### src/rtl/dphy_pkg.sv
// Shared types and constants for the D-PHY HS transmit sequencer.
// Holds the burst state encoding, the LP line levels and the timer width.
package dphy_pkg;

    localparam int TIMER_W = 8;

    typedef enum logic [2:0] {
        S_IDLE    = 3'd0,
        S_LP01    = 3'd1,
        S_LP00    = 3'd2,
        S_HS_ZERO = 3'd3,
        S_SYNC    = 3'd4,
        S_DATA    = 3'd5,
        S_TRAIL   = 3'd6,
        S_EXIT    = 3'd7
    } state_t;

    localparam logic [1:0] LP11 = 2'b11;
    localparam logic [1:0] LP01 = 2'b01;
    localparam logic [1:0] LP00 = 2'b00;

    localparam logic [7:0] SYNC_BYTE_DEF = 8'hB8;

    // A dwell value must fit the down-counter and be at least one cycle.
    function automatic logic dwell_ok(input int unsigned v);
        return (v >= 32'd1) && (v <= 32'd255);
    endfunction

endpackage

### src/rtl/dphy_dwell_timer.sv
// Loadable down-counter used to time each fixed-length burst state.
// The loaded value is visible on the first cycle of the state; expire marks its last cycle.
module dphy_dwell_timer
    import dphy_pkg::*;
(
    input  logic               clk,
    input  logic               rst_n,
    input  logic               load,
    input  logic [TIMER_W-1:0] load_val,
    output logic [TIMER_W-1:0] count,
    output logic               expire
);

    logic [TIMER_W-1:0] count_r;

    // Counter: reload on state entry, otherwise count down and stop at zero.
    always_ff @(posedge clk or negedge rst_n) begin
        if (!rst_n) begin
            count_r <= {TIMER_W{1'b0}};
        end else if (load) begin
            count_r <= load_val;
        end else if (count_r != {TIMER_W{1'b0}}) begin
            count_r <= count_r - TIMER_W'(1);
        end else begin
            count_r <= count_r;
        end
    end

    assign count  = count_r;
    assign expire = (count_r == TIMER_W'(1));

endmodule

### src/rtl/dphy_hs_tx_sequencer.sv
// Sequences one D-PHY HS burst per request: LP-11, LP-01, LP-00, HS-zero, sync, payload, trail, exit.
// Outputs are registered from next-state values so they line up with the state they describe.
module dphy_hs_tx_sequencer
    import dphy_pkg::*;
#(
    parameter int unsigned T_LPX     = 4,
    parameter int unsigned T_PREP    = 3,
    parameter int unsigned T_ZERO    = 8,
    parameter int unsigned T_TRAIL   = 6,
    parameter int unsigned T_EXIT    = 4,
    parameter logic [7:0]  SYNC_BYTE = SYNC_BYTE_DEF
) (
    input  logic       clk,
    input  logic       rst_n,
    input  logic       tx_req,
    output logic       tx_busy,
    input  logic [7:0] in_data,
    input  logic       in_valid,
    input  logic       in_last,
    output logic       in_ready,
    output logic [3:0] hs_data,
    output logic       hs_en,
    output logic [1:0] lp_state,
    output logic       tx_done,
    output logic       underflow
);

    if (!dwell_ok(T_LPX) || !dwell_ok(T_PREP) || !dwell_ok(T_ZERO) ||
        !dwell_ok(T_TRAIL) || !dwell_ok(T_EXIT)) begin : g_bad_dwell
        $error("dphy_hs_tx_sequencer: every T_* dwell must be in 1..255");
    end

    state_t             state_r, nxt_state_s;
    logic               phase_r, nxt_phase_s;
    logic [7:0]         hold_r, nxt_hold_s;
    logic               last_r, nxt_last_s;
    logic               tmr_load_s;
    logic [TIMER_W-1:0] tmr_val_s;
    logic [TIMER_W-1:0] tmr_count_s;
    logic               tmr_expire_s;
    logic               accept_s;
    logic               starve_s;

    logic [1:0]         lp_state_r, lp_state_s;
    logic               hs_en_r, hs_en_s;
    logic [3:0]         hs_data_r, hs_data_s;
    logic               tx_busy_r, tx_busy_s;
    logic               in_ready_r, in_ready_s;
    logic               tx_done_r, tx_done_s;

    dphy_dwell_timer u_timer (
        .clk      (clk),
        .rst_n    (rst_n),
        .load     (tmr_load_s),
        .load_val (tmr_val_s),
        .count    (tmr_count_s),
        .expire   (tmr_expire_s)
    );

    assign accept_s = in_ready_r & in_valid;
    assign starve_s = in_ready_r & ~in_valid;

    // Next-state logic: state, nibble phase, held byte and timer loads.
    always_comb begin
        nxt_state_s = state_r;
        nxt_phase_s = phase_r;
        nxt_hold_s  = hold_r;
        nxt_last_s  = last_r;
        tmr_load_s  = 1'b0;
        tmr_val_s   = {TIMER_W{1'b0}};
        case (state_r)
            S_IDLE: begin
                if (tx_req) begin
                    nxt_state_s = S_LP01;
                    tmr_load_s  = 1'b1;
                    tmr_val_s   = TIMER_W'(T_LPX);
                end else begin
                    nxt_state_s = S_IDLE;
                end
            end
            S_LP01: begin
                if (tmr_expire_s) begin
                    nxt_state_s = S_LP00;
                    tmr_load_s  = 1'b1;
                    tmr_val_s   = TIMER_W'(T_PREP);
                end else begin
                    nxt_state_s = S_LP01;
                end
            end
            S_LP00: begin
                if (tmr_expire_s) begin
                    nxt_state_s = S_HS_ZERO;
                    tmr_load_s  = 1'b1;
                    tmr_val_s   = TIMER_W'(T_ZERO);
                end else begin
                    nxt_state_s = S_LP00;
                end
            end
            S_HS_ZERO: begin
                if (tmr_expire_s) begin
                    nxt_state_s = S_SYNC;
                    nxt_phase_s = 1'b0;
                end else begin
                    nxt_state_s = S_HS_ZERO;
                end
            end
            S_SYNC, S_DATA: begin
                // Phase 1 is where the next byte is fetched, or the burst ends.
                if (!phase_r) begin
                    nxt_phase_s = 1'b1;
                end else if ((state_r == S_DATA) && last_r) begin
                    nxt_state_s = S_TRAIL;
                    tmr_load_s  = 1'b1;
                    tmr_val_s   = TIMER_W'(T_TRAIL);
                end else if (accept_s) begin
                    nxt_state_s = S_DATA;
                    nxt_phase_s = 1'b0;
                    nxt_hold_s  = in_data;
                    nxt_last_s  = in_last;
                end else begin
                    nxt_state_s = S_TRAIL;
                    tmr_load_s  = 1'b1;
                    tmr_val_s   = TIMER_W'(T_TRAIL);
                end
            end
            S_TRAIL: begin
                if (tmr_expire_s) begin
                    nxt_state_s = S_EXIT;
                    tmr_load_s  = 1'b1;
                    tmr_val_s   = TIMER_W'(T_EXIT);
                end else begin
                    nxt_state_s = S_TRAIL;
                end
            end
            S_EXIT: begin
                if (tmr_expire_s) begin
                    nxt_state_s = S_IDLE;
                end else begin
                    nxt_state_s = S_EXIT;
                end
            end
            default: begin
                nxt_state_s = S_IDLE;
            end
        endcase
    end

    // Output decode from the values the state registers are about to take.
    always_comb begin
        lp_state_s = LP00;
        hs_en_s    = 1'b0;
        hs_data_s  = 4'h0;
        tx_busy_s  = 1'b1;
        in_ready_s = 1'b0;
        tx_done_s  = 1'b0;
        case (nxt_state_s)
            S_IDLE: begin
                lp_state_s = LP11;
                tx_busy_s  = 1'b0;
            end
            S_LP01: begin
                lp_state_s = LP01;
            end
            S_LP00: begin
                lp_state_s = LP00;
            end
            S_HS_ZERO: begin
                hs_en_s = 1'b1;
            end
            S_SYNC: begin
                hs_en_s    = 1'b1;
                hs_data_s  = nxt_phase_s ? SYNC_BYTE[7:4] : SYNC_BYTE[3:0];
                in_ready_s = nxt_phase_s;
            end
            S_DATA: begin
                hs_en_s    = 1'b1;
                hs_data_s  = nxt_phase_s ? nxt_hold_s[7:4] : nxt_hold_s[3:0];
                in_ready_s = nxt_phase_s & ~nxt_last_s;
            end
            S_TRAIL: begin
                // Trail drives the complement of the final HS nibble, held for the whole dwell.
                hs_en_s = 1'b1;
                if (state_r == S_TRAIL) begin
                    hs_data_s = hs_data_r;
                    tx_done_s = (tmr_count_s == TIMER_W'(2));
                end else begin
                    hs_data_s = ~hs_data_r;
                    tx_done_s = (T_TRAIL == 32'd1);
                end
            end
            S_EXIT: begin
                lp_state_s = LP11;
            end
            default: begin
                lp_state_s = LP11;
                tx_busy_s  = 1'b0;
            end
        endcase
    end

    // State, holding register and registered lane outputs.
    always_ff @(posedge clk or negedge rst_n) begin
        if (!rst_n) begin
            state_r    <= S_IDLE;
            phase_r    <= 1'b0;
            hold_r     <= 8'h00;
            last_r     <= 1'b0;
            lp_state_r <= LP11;
            hs_en_r    <= 1'b0;
            hs_data_r  <= 4'h0;
            tx_busy_r  <= 1'b0;
            in_ready_r <= 1'b0;
            tx_done_r  <= 1'b0;
        end else begin
            state_r    <= nxt_state_s;
            phase_r    <= nxt_phase_s;
            hold_r     <= nxt_hold_s;
            last_r     <= nxt_last_s;
            lp_state_r <= lp_state_s;
            hs_en_r    <= hs_en_s;
            hs_data_r  <= hs_data_s;
            tx_busy_r  <= tx_busy_s;
            in_ready_r <= in_ready_s;
            tx_done_r  <= tx_done_s;
        end
    end

    assign lp_state  = lp_state_r;
    assign hs_en     = hs_en_r;
    assign hs_data   = hs_data_r;
    assign tx_busy   = tx_busy_r;
    assign in_ready  = in_ready_r;
    assign tx_done   = tx_done_r;
    // Starvation is flagged in the very cycle the missing byte was wanted.
    assign underflow = starve_s;

endmodule

### config.mk
export PLATFORM = sky130hd
export DESIGN_NAME = dphy_hs_tx_sequencer
export DESIGN_NICKNAME = d
export VERILOG_FILES = /design/src/rtl/dphy_pkg.sv /design/src/rtl/dphy_dwell_timer.sv /design/src/rtl/dphy_hs_tx_sequencer.sv
export SDC_FILE = /design/constraint.sdc
export NUM_CORES = 1
export LEC_CHECK = 0
export ABC_AREA = 1
export BUFFER_PORTS_ARGS = -buffer_cell sky130_fd_sc_hd__buf_2
export CELL_PAD_IN_SITES_DETAIL_PLACEMENT = 0
export CELL_PAD_IN_SITES_GLOBAL_PLACEMENT = 1
export CORE_MARGIN = 5
export CORE_UTILIZATION = 40
export CTS_BUF_LIST = sky130_fd_sc_hd__clkbuf_8
export DETAILED_ROUTE_END_ITERATION = 6
export PLACE_DENSITY_LB_ADDON = 0.1
export SLEW_MARGIN = 20
export SYNTH_ARGS = -nofsm -noshare
export SYNTH_HDL_FRONTEND = slang
export SYNTH_SLANG_ARGS = --single-unit
### constraint.sdc
create_clock -name clk -period 1.7 [get_ports clk]
set_input_delay 0.51 -clock clk [delete_from_list [all_inputs] [get_ports clk]]
set_output_delay 0.51 -clock clk [all_outputs]
set_load 0.03 [all_outputs]
==> run summary <==
site row count: 24
largest net degree at the start of global routing: 19
post-synth top area share: 40.8%
Bufs and invs on worst path: 2
worst-margin pin slew: 352 ps
syn_area_per_cell: 8.08 um^2
YS warnings: 0
reg2reg setup slack: -7 ps
CP Data Required Time: 1890 ps
clock tree buffer depth: 2
io pins: 24
ys flop type: dfrtp_1
ant diodes: 0
Detail Placement HPWL: 3.21 mm
final count of negative-setup-slack endpoints: 4
Initial DRC Count: 51
worst-skew pair later-pin latency: 290 ps
max_cap viols: 0
TritonCTS clock tree: yes
gpl congestion: 0.801
cells along the critical path: inv_2 -> ha_4 -> nand2_4 -> nor2_4 -> nand2_2 -> nand2_4 -> nor2_4 -> nor2_8 -> nand2_4 -> nor2_8 -> inv_6 -> nand2_2 -> nand2_2
WL met3: 138 um
failing checks: negative setup slack
first-pass GRT wire length: 7.02 mm
top sig layer: met4
total die area: 5870 um^2
global route overflow: 0
crit-path max FO: 6
critical path launch point type: register
most common cell after layout, fill and taps aside: nand2_1
post-route cell area: 2490 um^2
DRC: 0
r2r worst-path depth: 13
Clock Skews: 3.50 ps
RSZ-0062 raised after global routing: yes
GRT Util Overall: 14.9%
Worst Hold Slack: 124 ps
min cycle time layout: 1710 ps
CTS Root Cell: clkbuf_8
met2 wire length: 2.01 mm
Area after DPL: 2250 um^2
Synth-to-Final Area Change: 40.3%
Util after Layout: 57.6%
Die H: 76.6 um
Peak VDD IR: 0.000623 V
Via-to-Cell Ratio: 4.53
vias in the first global route: 1560
mapped cell area: 1780 um^2
CTS clk-pin slew, worst paths: 70 ps
worst rel slew slack: 76.5%
DRT Pass-1 Iters: 4
wire per inst: 11.7 um
share of post-route cells with drive strength above 1: 45.2%
slowest stage delay, CP: 390 ps
Static Leak: 1.33 nW
Yosys reg bits: 31
final wirelength: 4.06 mm
Peak Freq: 586 MHz
Power, Total: 4.37 mW
FFs w/ async S/R, synth: 100%
Mapped Cells: 220
number of flops mapped to enable cells by yosys: 0
Setup Crit Path Kind: register to register
die span in x: 76.6 um
commonest cells after routing, fill and taps aside: nand2_1, buf_4, dfrtp_1, buf_2, nand2_2
hold-fix buffers at CTS: 0
post-synthesis cell type count: 27
PortBufs: 23
RR Endpoint: hs_data[0]
reg2reg start: u_timer.count[1]
Tcrit/Tclk final: 100%
setup ws final: -6.89 ps
Slew Viols, Final: 0
power per cell area: 1750 nW/um^2
status: finished, violations left
Synth area leaders: dfrtp_1, nand2_1, inv_1
effective utilization at floorplan: 41.1%
final hold viol count: 0
Arr. time, crit path: 1890 ps
core area: 4320 um^2
final antenna-violating net count: 0
Seq/Total Area, Yosys: 43.8%
CTS H-Tree Depth: 2
NumNets Final: 309
number of clock sinks: 31
initial antenna violation count: 0
TritonCTS buffer count: 5
post-synth top area cell: dfrtp_1
DRT met1 WL: 1.85 mm
Worst Hold Class: input pin to asynchronous set/reset pin
routed via count: 1566
CP endpoint kind: register
Synthesized Nets: 236
Setup TNS: -18.2 ps
Slowest-stage cell, CP: dfrtp_1
cell family with most CP delay: simple AND/OR/NAND/NOR gates
[power by group]
group	switching, mW	leakage, nW	internal, mW	total (mW)
registers	0.201	0.381	1.02	1.23
clock network	0.287	0.0505	0.368	0.655
logic	1.41	0.903	1.08	2.49
total	1.90	1.33	2.47	4.37
[what timing repair did]
item	in CTS	in global routing
pin swaps	9	15
setup endpoints to repair	6	15
resized for setup	15	20
buffers inserted	1	4
[cell families (layout without fill, tap and decap cells)]
kind of cell	after synthesis	in the layout	synth area share [%]
xor+xnor	5	5	2.46
flops	31	31	43.8
buf+inv	28	102	6.06
compound gates	20	20	6.27
simple gates	133	133	39.3
fa+ha+maj	3	3	2.11
[per-stage QoR]
step	std cells	worst slack, ps
final	346	-6.89
after global routing	346	-110
after CTS	342	-40.6
after detailed placement	333	-76.7
after global placement	333	-98.3
after floorplan	220	17.1
[registers in the layout (all words and copies together) (netlist names), 2 cells and up]
signal         flops
hold_r             8
u_timer.count      8
hs_data            4
state_r            3
lp_state           2
[cell type report]
| type | instances | area [um^2] |
|---|---|---|
| fill | 423 | 1830 |
| multi-input combinational | 161 | 980 |
| sequential | 31 | 779 |
| timing repair buffer | 66 | 454 |
| inverter | 28 | 110 |
| clock buffer | 7 | 96.3 |
| tap | 52 | 65.1 |
| clock inverter | 1 | 7.51 |
[cells in the mapped netlist, types with 3 or more instances]
cell / count
nand2_1: 73
dfrtp_1: 29
inv_1: 21
nor2_1: 15
nand3_1: 14
o21ai_0: 10
inv_2: 6
nand2_2: 6
nor2_2: 5
nand2_4: 4
nor2_4: 4
nor3_1: 4
xor2_1: 4
a21oi_1: 3
ha_1: 3
nor2_8: 3
o21ai_1: 3
[worst max path at each step]
stage	cells after the start	startpoint	endpoint
finish	13	u_timer.count[1]	hs_data[0]
global route	9	u_timer.count[5]	u_timer.count[0]
CTS	13	u_timer.count[1]	hs_data[1]
detailed placement	13	in_valid	hs_data[1]
global placement	13	in_valid	hs_data[1]
floorplan	13	u_timer.count[1]	hs_data[2]
[routing by layer]
layer,GRT usage [%],up-vias
li1,-,842
met1,18.1,698
met2,25.6,19
met3,4.14,7
met4,4.72,0
met5,0,-
[worst register-to-register path: stages, from the launching register on]
cell and delay (ps):
dfrtp_1 390, inv_2 80, ha_4 130, nand2_4 60, nor2_4 180, nand2_2 100
nand2_4 100, nor2_4 50, nor2_8 140, nand2_4 80, nor2_8 150, inv_6 60
nand2_2 60, nand2_2 40
Note: power is estimated with default switching activity, not from simulation.
